### src/rtl/spi_pkg.sv
// spi_pkg: shared SPI constants and FSM state encoding for spi_master and spi_slave
package spi_pkg;
   localparam int SPI_DATA_W = 8;
   typedef enum logic [1:0] {ST_IDLE, ST_SHIFT, ST_ABORT} spi_state_e;
endpackage

### src/rtl/spi_slave_if.sv
// spi_slave_if: SPI serial lines plus tx/rx byte handshake of spi_slave
// ports: sclk/cs/mosi/miso serial, tx_data/tx_valid/tx_ready transmit, rx_data/rx_valid/rx_ack/rx_overrun/busy receive
interface spi_slave_if #(parameter int DATA_W = spi_pkg::SPI_DATA_W);
   logic              sclk, cs, mosi, miso;
   logic [DATA_W-1:0] tx_data, rx_data;
   logic              tx_valid, tx_ready, rx_valid, rx_ack, rx_overrun, busy;
   modport slave (input sclk, cs, mosi, tx_data, tx_valid, rx_ack,
                  output miso, tx_ready, rx_data, rx_valid, rx_overrun, busy);
   modport master (output sclk, cs, mosi, tx_data, tx_valid, rx_ack,
                   input miso, tx_ready, rx_data, rx_valid, rx_overrun, busy);
endinterface

### src/rtl/spi_sync.sv
// spi_sync: STAGES-flop synchronizer with asynchronous active-high reset
// ports: clk, rst, d_i async input, q_o synchronized output
module spi_sync #(parameter int STAGES = 2) (
   input  logic clk,
   input  logic rst,
   input  logic d_i,
   output logic q_o
);
   logic [STAGES-1:0] sync_q;
   // keep the low STAGES bits of {sync_q, d_i}: shift in at bit 0
   always_ff @(posedge clk or posedge rst)
      if (rst) sync_q <= '0;
      else     sync_q <= STAGES'({sync_q, d_i});
   assign q_o = sync_q[STAGES-1];
endmodule

### src/rtl/spi_slave.sv
// spi_slave: SPI mode 0 MSB-first slave with one-deep tx buffer and rx holding register
// ports: sys_clk, reset (async active-high), bus (spi_slave_if.slave: serial lines, tx/rx handshake, busy)
module spi_slave #(
   parameter int DATA_W      = spi_pkg::SPI_DATA_W,
   parameter int SYNC_STAGES = 2
) (
   input logic          sys_clk,
   input logic          reset,
   spi_slave_if.slave   bus
);
   import spi_pkg::*;
   localparam int CW = (DATA_W > 1) ? $clog2(DATA_W) : 1;

   logic sclk_s, cs_s, mosi_s, sclk_prev_q, cs_prev_q;
   logic sclk_rise, sclk_fall, cs_rise, cs_fall;
   logic in_shift, wrap, load, capture, ack;
   spi_state_e        state_q, state_d;
   logic [CW-1:0]     cnt_q, cnt_d;
   logic [DATA_W-1:0] rx_sh_q, rx_sh_d, tx_sh_q, tx_sh_d, tx_buf_q, tx_buf_d, rx_data_q, rx_data_d;
   logic              tx_full_q, tx_full_d, rx_valid_q, rx_valid_d, ovr_q, ovr_d;

   spi_sync #(.STAGES(SYNC_STAGES)) u_sync_sclk (.clk(sys_clk), .rst(reset), .d_i(bus.sclk), .q_o(sclk_s));
   spi_sync #(.STAGES(SYNC_STAGES)) u_sync_cs   (.clk(sys_clk), .rst(reset), .d_i(bus.cs),   .q_o(cs_s));
   spi_sync #(.STAGES(SYNC_STAGES)) u_sync_mosi (.clk(sys_clk), .rst(reset), .d_i(bus.mosi), .q_o(mosi_s));

   assign sclk_rise = sclk_s & ~sclk_prev_q;
   assign sclk_fall = ~sclk_s & sclk_prev_q;
   assign cs_rise   = cs_s & ~cs_prev_q;
   assign cs_fall   = ~cs_s & cs_prev_q;

   always_comb begin
      in_shift   = state_q == ST_SHIFT;
      wrap       = in_shift & sclk_rise & (cnt_q == CW'(DATA_W - 1));
      load       = (state_q == ST_IDLE & cs_rise) | wrap;
      capture    = bus.tx_valid & ~tx_full_q;
      ack        = bus.rx_ack & rx_valid_q;
      state_d    = state_q == ST_IDLE  ? (cs_rise ? ST_SHIFT : ST_IDLE) :
                   state_q == ST_SHIFT ? (cs_fall ? (cnt_q == '0 ? ST_IDLE : ST_ABORT) : ST_SHIFT) :
                   ST_IDLE;
      cnt_d      = ~in_shift ? '0 : sclk_rise ? (wrap ? '0 : cnt_q + 1'b1) : cnt_q;
      rx_sh_d    = ~in_shift ? '0 : sclk_rise ? {rx_sh_q[DATA_W-2:0], mosi_s} : rx_sh_q;
      // the falling edge right after a wrap (count 0) must not shift: the fresh byte's MSB is already on miso
      tx_sh_d    = load ? (tx_full_q ? tx_buf_q : '0) :
                   (in_shift & sclk_fall & cnt_q != '0) ? {tx_sh_q[DATA_W-2:0], 1'b0} : tx_sh_q;
      // a capture in the load cycle refills the buffer just emptied by the load
      tx_full_d  = load ? capture : tx_full_q | capture;
      tx_buf_d   = capture ? bus.tx_data : tx_buf_q;
      rx_data_d  = wrap ? {rx_sh_q[DATA_W-2:0], mosi_s} : rx_data_q;
      rx_valid_d = wrap | (rx_valid_q & ~ack);
      ovr_d      = wrap ? (ovr_q | (rx_valid_q & ~ack)) : ovr_q & ~ack;
   end

   always_ff @(posedge sys_clk or posedge reset)
      if (reset) begin
         sclk_prev_q <= 1'b0;
         cs_prev_q   <= 1'b0;
         state_q     <= ST_IDLE;
         cnt_q       <= '0;
         rx_sh_q     <= '0;
         tx_sh_q     <= '0;
         tx_buf_q    <= '0;
         tx_full_q   <= 1'b0;
         rx_data_q   <= '0;
         rx_valid_q  <= 1'b0;
         ovr_q       <= 1'b0;
      end else begin
         sclk_prev_q <= sclk_s;
         cs_prev_q   <= cs_s;
         state_q     <= state_d;
         cnt_q       <= cnt_d;
         rx_sh_q     <= rx_sh_d;
         tx_sh_q     <= tx_sh_d;
         tx_buf_q    <= tx_buf_d;
         tx_full_q   <= tx_full_d;
         rx_data_q   <= rx_data_d;
         rx_valid_q  <= rx_valid_d;
         ovr_q       <= ovr_d;
      end

   assign bus.miso       = in_shift & tx_sh_q[DATA_W-1];
   assign bus.tx_ready   = ~tx_full_q;
   assign bus.rx_data    = rx_data_q;
   assign bus.rx_valid   = rx_valid_q;
   assign bus.rx_overrun = ovr_q;
   assign bus.busy       = in_shift;
endmodule

### src/flat_wrapper.sv
// flat-port wrapper written by rule: the top's interface ports become plain ports
module spi_slave_flat import spi_pkg::*;
#(
   parameter int DATA_W      = spi_pkg::SPI_DATA_W,
   parameter int SYNC_STAGES = 2
)
  (sys_clk, reset, bus_sclk, bus_cs, bus_mosi, bus_tx_data, bus_tx_valid, bus_rx_ack, bus_miso, bus_tx_ready, bus_rx_data, bus_rx_valid, bus_rx_overrun, bus_busy);
  spi_slave_if #(.DATA_W(DATA_W)) bus_i ();
  input logic sys_clk;
  input logic reset;
  input wire logic [$bits(bus_i.sclk)-1:0] bus_sclk;
  input wire logic [$bits(bus_i.cs)-1:0] bus_cs;
  input wire logic [$bits(bus_i.mosi)-1:0] bus_mosi;
  input wire logic [$bits(bus_i.tx_data)-1:0] bus_tx_data;
  input wire logic [$bits(bus_i.tx_valid)-1:0] bus_tx_valid;
  input wire logic [$bits(bus_i.rx_ack)-1:0] bus_rx_ack;
  output wire logic [$bits(bus_i.miso)-1:0] bus_miso;
  output wire logic [$bits(bus_i.tx_ready)-1:0] bus_tx_ready;
  output wire logic [$bits(bus_i.rx_data)-1:0] bus_rx_data;
  output wire logic [$bits(bus_i.rx_valid)-1:0] bus_rx_valid;
  output wire logic [$bits(bus_i.rx_overrun)-1:0] bus_rx_overrun;
  output wire logic [$bits(bus_i.busy)-1:0] bus_busy;
  assign bus_i.sclk = bus_sclk;
  assign bus_i.cs = bus_cs;
  assign bus_i.mosi = bus_mosi;
  assign bus_i.tx_data = bus_tx_data;
  assign bus_i.tx_valid = bus_tx_valid;
  assign bus_i.rx_ack = bus_rx_ack;
  assign bus_miso = bus_i.miso;
  assign bus_tx_ready = bus_i.tx_ready;
  assign bus_rx_data = bus_i.rx_data;
  assign bus_rx_valid = bus_i.rx_valid;
  assign bus_rx_overrun = bus_i.rx_overrun;
  assign bus_busy = bus_i.busy;
  spi_slave #(.DATA_W(DATA_W), .SYNC_STAGES(SYNC_STAGES)) u_core (.sys_clk(sys_clk), .reset(reset), .bus(bus_i));
endmodule
### config.mk
export PLATFORM = sky130hd
export DESIGN_NAME = spi_slave_flat
export DESIGN_NICKNAME = d
export VERILOG_FILES = /design/src/rtl/spi_pkg.sv /design/src/rtl/spi_slave_if.sv /design/src/rtl/spi_sync.sv /design/src/rtl/spi_slave.sv /design/src/flat_wrapper.sv
export SDC_FILE = /design/constraint.sdc
export NUM_CORES = 1
export LEC_CHECK = 0
export ABC_AREA = 1
export BUFFER_PORTS_ARGS = -buffer_cell sky130_fd_sc_hd__clkbuf_2
export CAP_MARGIN = 10
export CORE_UTILIZATION = 40
export CTS_CLUSTER_SIZE = 25
export DETAILED_ROUTE_END_ITERATION = 10
export GPL_ROUTABILITY_DRIVEN = 0
export GPL_TIMING_DRIVEN = 0
export SLEW_MARGIN = 5
export SYNTH_ARGS = -nofsm -noshare
export SYNTH_HDL_FRONTEND = slang
export SYNTH_SLANG_ARGS = --single-unit
### constraint.sdc
create_clock -name sys_clk -period 3.5 [get_ports sys_clk]
set_input_delay 0.7 -clock sys_clk [delete_from_list [all_inputs] [get_ports sys_clk]]
set_output_delay 0.7 -clock sys_clk [all_outputs]
set_load 0.01 [all_outputs]
Yosys cells after proc, flatten, opt, wreduce, memory -nomap -nowiden

Cells that the tools add are included.

Add/sub/neg operators: 1
Equal/unequal tests: 3
Multiplexer cells: 15
Bitwise logic cells: 24
Reductions and logical operators: 4

Operator list:

| kind                                                                     | number |
|---|---|
| 8-bit two-way mux                                                        | 3 |
| 1-bit AND                                                                | 14 |
| 7-bit two-way mux                                                        | 2 |
| 3-bit two-way mux                                                        | 3 |
| 2-bit two-way mux                                                        | 4 |
| 1-bit inverter                                                           | 6 |
| 1-bit bitwise OR                                                         | 4 |
| 3-bit by 1-bit adder with 3-bit output (second input constant)           | 1 |
| 3-bit == test (second input constant)                                    | 1 |
| 3-bit logical NOT                                                        | 1 |
| 1-bit two-way mux                                                        | 3 |
| 3-bit nonzero test                                                       | 1 |
| 2-bit by 1-bit == test with 1-bit output (second input constant)         | 1 |
| 2-bit logical NOT                                                        | 1 |
| 2-bit by 1-bit inequality test with 1-bit output (second input constant) | 1 |
| 2-bit nonzero test                                                       | 1 |

Register bits: 47
Input bits: 15
Output and inout port bits: 13
Word-level logic and storage cells: 61

Longest topological paths before layout

Word-level depth: 7
Depth in mapped cells: 9

Cells and area by module

A second synthesis with hierarchy kept.

Cells, all modules: 182
Area total of the unflattened synthesis: 1934.4 sq um

Modules (own cells, without submodules):

| module    | instances | cells each | area each (sq um) |
|---|---|---|---|
| spi_slave | 1         | 173        | 1773.0 |
| spi_sync  | 3         | 3          | 53.8 |

Least setup slack after synthesis

No wires, ideal clock.

Path kind: register -> output
Start point: register u_core.state_q[1]
End point: output bus_miso
Data arrival time: 911 ps
Setup slack: 1889 ps
Stages on the path, launching flop included: 4
Buffers on the path: 0
Cells stage by stage: dfrtp_1 -> nor2_4 -> inv_1 -> nor2_1

Word-level cells in the longest chain between the ends: 2

RTL lines:

| item                                     | line               | RTL |
|---|---|---|
| start, declared                          | spi_slave.sv:17    | `spi_state_e state_q, state_d;` |
| start signal, assigned                   | spi_slave.sv:69    | `state_q <= state_d;` |
| 2-bit by 1-bit == test with 1-bit output | spi_slave.sv:32    | `in_shift = state_q == ST_SHIFT;` |
| named net bus_busy                       | flat_wrapper.sv:22 | `output wire logic [$bits(bus_i.busy)-1:0] bus_busy;` |
| 1-bit AND                                | spi_slave.sv:80    | `assign bus.miso = in_shift & tx_sh_q[DATA_W-1];` |
| end, declared                            | flat_wrapper.sv:17 | `output wire logic [$bits(bus_i.miso)-1:0] bus_miso;` |

The timed path passes the listed nets, and every way through them passes these cells.

Worst setup path after layout

Start point: register u_core.state_q[1]
End point: output bus_miso

Word-level cells in the longest chain between the ends: 2

RTL lines:

| item                                     | line |
|---|---|
| 2-bit by 1-bit == test with 1-bit output | spi_slave.sv:32 |
| 1-bit AND                                | spi_slave.sv:80 |

Every way passes these cells.

==> impl_metrics.toml <==
[run_status]
status = "finished, final reports clean"

[cts]
cts-root-buf = "clkbuf_8"
htree_levels = 2
insertion_delay_ps = 300
post_cts_buffers = 0
cts_buffers = 5
post_cts_resize_count = 0
clockBufferDepth = 2
clk_pin_slew_worst_paths_ps = 80
cts.sinks = 47
postCtsHoldBufs = 0
cts_tree = "yes"

[synth]
seq_area_frac_synth = 0.607
yosysWarnings = 0
synth_edf_count = 0
synth_top_cell_area_share = 0.607
synth.largest_area_cell = "dfrtp_1"
yosys.cell_count.top_type = "dfrtp_1"
syn_area_mm2 = 0.00194
synth_area_per_cell_um2 = 10.3
ys_ff_latch = 47
async_flop_share = 1.00
mappedNetlistNets = 206
synth.distinct_cells = 21
ys_top_cells_by_area = "dfrtp_1 61%, nand2_1 7.2%, inv_1 5.0%"
synth_commonest_cells = "47 x dfrtp_1, 37 x nand2_1, 26 x inv_1"
synthCells = 188
ys.flop_type = "dfrtp_1"

[power_and_ir_drop]
p_leak_nw = 1.13
irDropWorstVdd_mv = 0.351
p_total_mw = 1.35
pwr_density_cell_mw_per_mm2 = 600

[routing]
wl_per_cell_um = 11.9
dr.first_iter.drc_count = 44
vias_per_cell = 4.74
finalWirelength_mm = 3.27
dr.pass1.iters = 4
vias = 1307
drc_errors = 0
final_antenna_net_count = 0

[floorplanning]
initial_core_util = 0.430
io_pins = 28
fp.dieArea_mm2 = 0.00513
core_area_mm2 = 0.00450
die_w_um = 71.6
num_rows = 24
fp.dieH_um = 71.6

[flow_run]
timing.max_cap.violations = 0

[hold_path]
min_from = "u_core.u_sync_cs.sync_q[0]$_DFF_PP0_"
hold_depth = 0
worstHoldEndpoint = "u_core.u_sync_cs.sync_q[1]$_DFF_PP0_"
hold_path.class = "flip-flop to flip-flop"

[sta]
hold_viol_final = 0
setup_violations = 0
min_period_ps = 2000
setup_ws_ps = 1500
fmax_mhz = 500
skew_ps = 6.89
worstMarginPinSlew_ps = 496
slew_violations = 0
finalCritPeriodShare = 0.572
max_slew_margin = 0.669
rsz0062_at_grt = "no"
whs_ps = 360
setup_tns_ps = 0

[cells_and_area]
synthToLayoutAreaGrowth_pct = 16.5
fillers = 433
fin_cells = 276
seq_area_mm2 = 0.00118
stdcell_area_mm2 = 0.00226
drive_gt1_frac = 0.254
final_core_util = 0.501
num-nets-final = 241
antenna_cells = 0
multi_input_area_um2 = 628

[critical_path]
cp.required_ps = 2800
r2r_start = "u_core.cnt_q[0]$_DFFE_PP0P_"
crit_arrival_ps = 1300
rrSetupSlack_ps = 2030
worst_r2r_path_depth = 5
r2r-end = "u_core.bus.rx_valid$_DFF_PP0_"
crit_fanout = 5
crit_type = "flip-flop to primary output"
end_kind = "primary output"
cp-start-kind = "flip-flop"

[global_route]
antenna_found_initial = 0
grt_max_degree = 26
track_usage = 0.151
grt_pass1_wl_mm = 5.93
grt-ovfl-total = 0
grt_pass1_vias = 1380

[place]
dp_cells = 268
dp_slack_ps = 1810
dpl-instance-area_mm2 = 0.00216
detailed_place_hpwl_mm = 2.29
port_buffers = 27
-- layout make-up --
type / instances / share of cell area
Buffer: 4 / 0.0144
Clock buffer: 8 / 0.0443
Inverter: 27 / 0.0449
Multi-Input combinational cell: 110 / 0.278
Sequential cell: 47 / 0.521
Tap cell: 52 / 0.0288
Timing Repair Buffer: 28 / 0.0687
-- placed cells by master (no fill, tap or decap) --
cell       n
nand2_2    2
dfrtp_1   47
nand3b_1   4
o21ai_1    2
nand2_1   37
inv_1     25
nand2_4    1
clkbuf_2  28
ha_1       3
mux2_2     8
a21oi_1    1
buf_12     1
nand3_2    2
nand3_1   18
inv_2      2
clkbuf_1   1
buf_2      1
clkbuf_8   7
o21ai_0   15
nor2_1     8
nor2_4     2
o22ai_1    6
nand3_4    1
buf_6      2
-- worst max-delay path, cell delays in order (launching register included) --
cell and delay, ps:
dfrtp_1 410, nor2_4 210, inv_1 140, nor2_1 100, clkbuf_2 140
-- worst max path at each step --
| stage | cells after the start | start | slack [ps] | endpoint |
|---|---|---|---|---|
| 3_3_place_gp | 2 | reset | 1090 | u_core.cs_prev_q$_DFF_PP0_ |
| 6_report | 4 | u_core.state_q[1]$_DFF_PP0_ | 1500 | bus_miso |
| 5_1_grt | 4 | u_core.state_q[1]$_DFF_PP0_ | 1440 | bus_miso |
| 2_1_floorplan | 1 | reset | 1680 | u_core.bus.rx_data[0]$_DFFE_PP0P_ |
| 3_5_place_dp | 4 | u_core.state_q[1]$_DFF_PP0_ | 1810 | bus_miso |
| 4_1_cts | 4 | u_core.state_q[1]$_DFF_PP0_ | 1470 | bus_miso |
-- per-layer routing --
metal | routed length, µm | part of all wire | GRT usage
met5 | 0 | 0 | 0
met4 | 68 | 0.021 | 0.0806
met3 | 121 | 0.037 | 0.0338
met2 | 1400 | 0.43 | 0.244
met1 | 1690 | 0.52 | 0.190
-- report_power, final --
| part | switching (mW) | total [mW] | internal [mW] |
|---|---|---|---|
| Combinational | 0.160 | 0.295 | 0.136 |
| Sequential | 0.0518 | 0.705 | 0.653 |
| Clock | 0.174 | 0.355 | 0.180 |
| Total | 0.386 | 1.35 | 0.969 |
-- logic make-up after synthesis --
family | Yosys count | share of synthesized area
AND/OR/NAND/NOR | 75 | 0.192
flip-flops | 47 | 0.607
buffers and inverters | 31 | 0.0691
AO/OA/AOI/OAI | 24 | 0.0658
multiplexers | 8 | 0.0465
adder cells (fa/ha/maj) | 3 | 0.0194
-- sequential cells by signal (all words and copies together), names as in the netlist, 2 cells and up --
| register | count |
|---|---|
| u_core.tx_buf_q | 8 |
| u_core.rx_sh_q | 7 |
| u_core.u_sync_cs.sync_q | 2 |
| u_core.bus.rx_data | 8 |
| u_core.u_sync_mosi.sync_q | 2 |
| u_core.cnt_q | 3 |
| u_core.state_q | 2 |
| u_core.u_sync_sclk.sync_q | 2 |
| u_core.tx_sh_q | 8 |
Power figures use the tool's default switching activity.
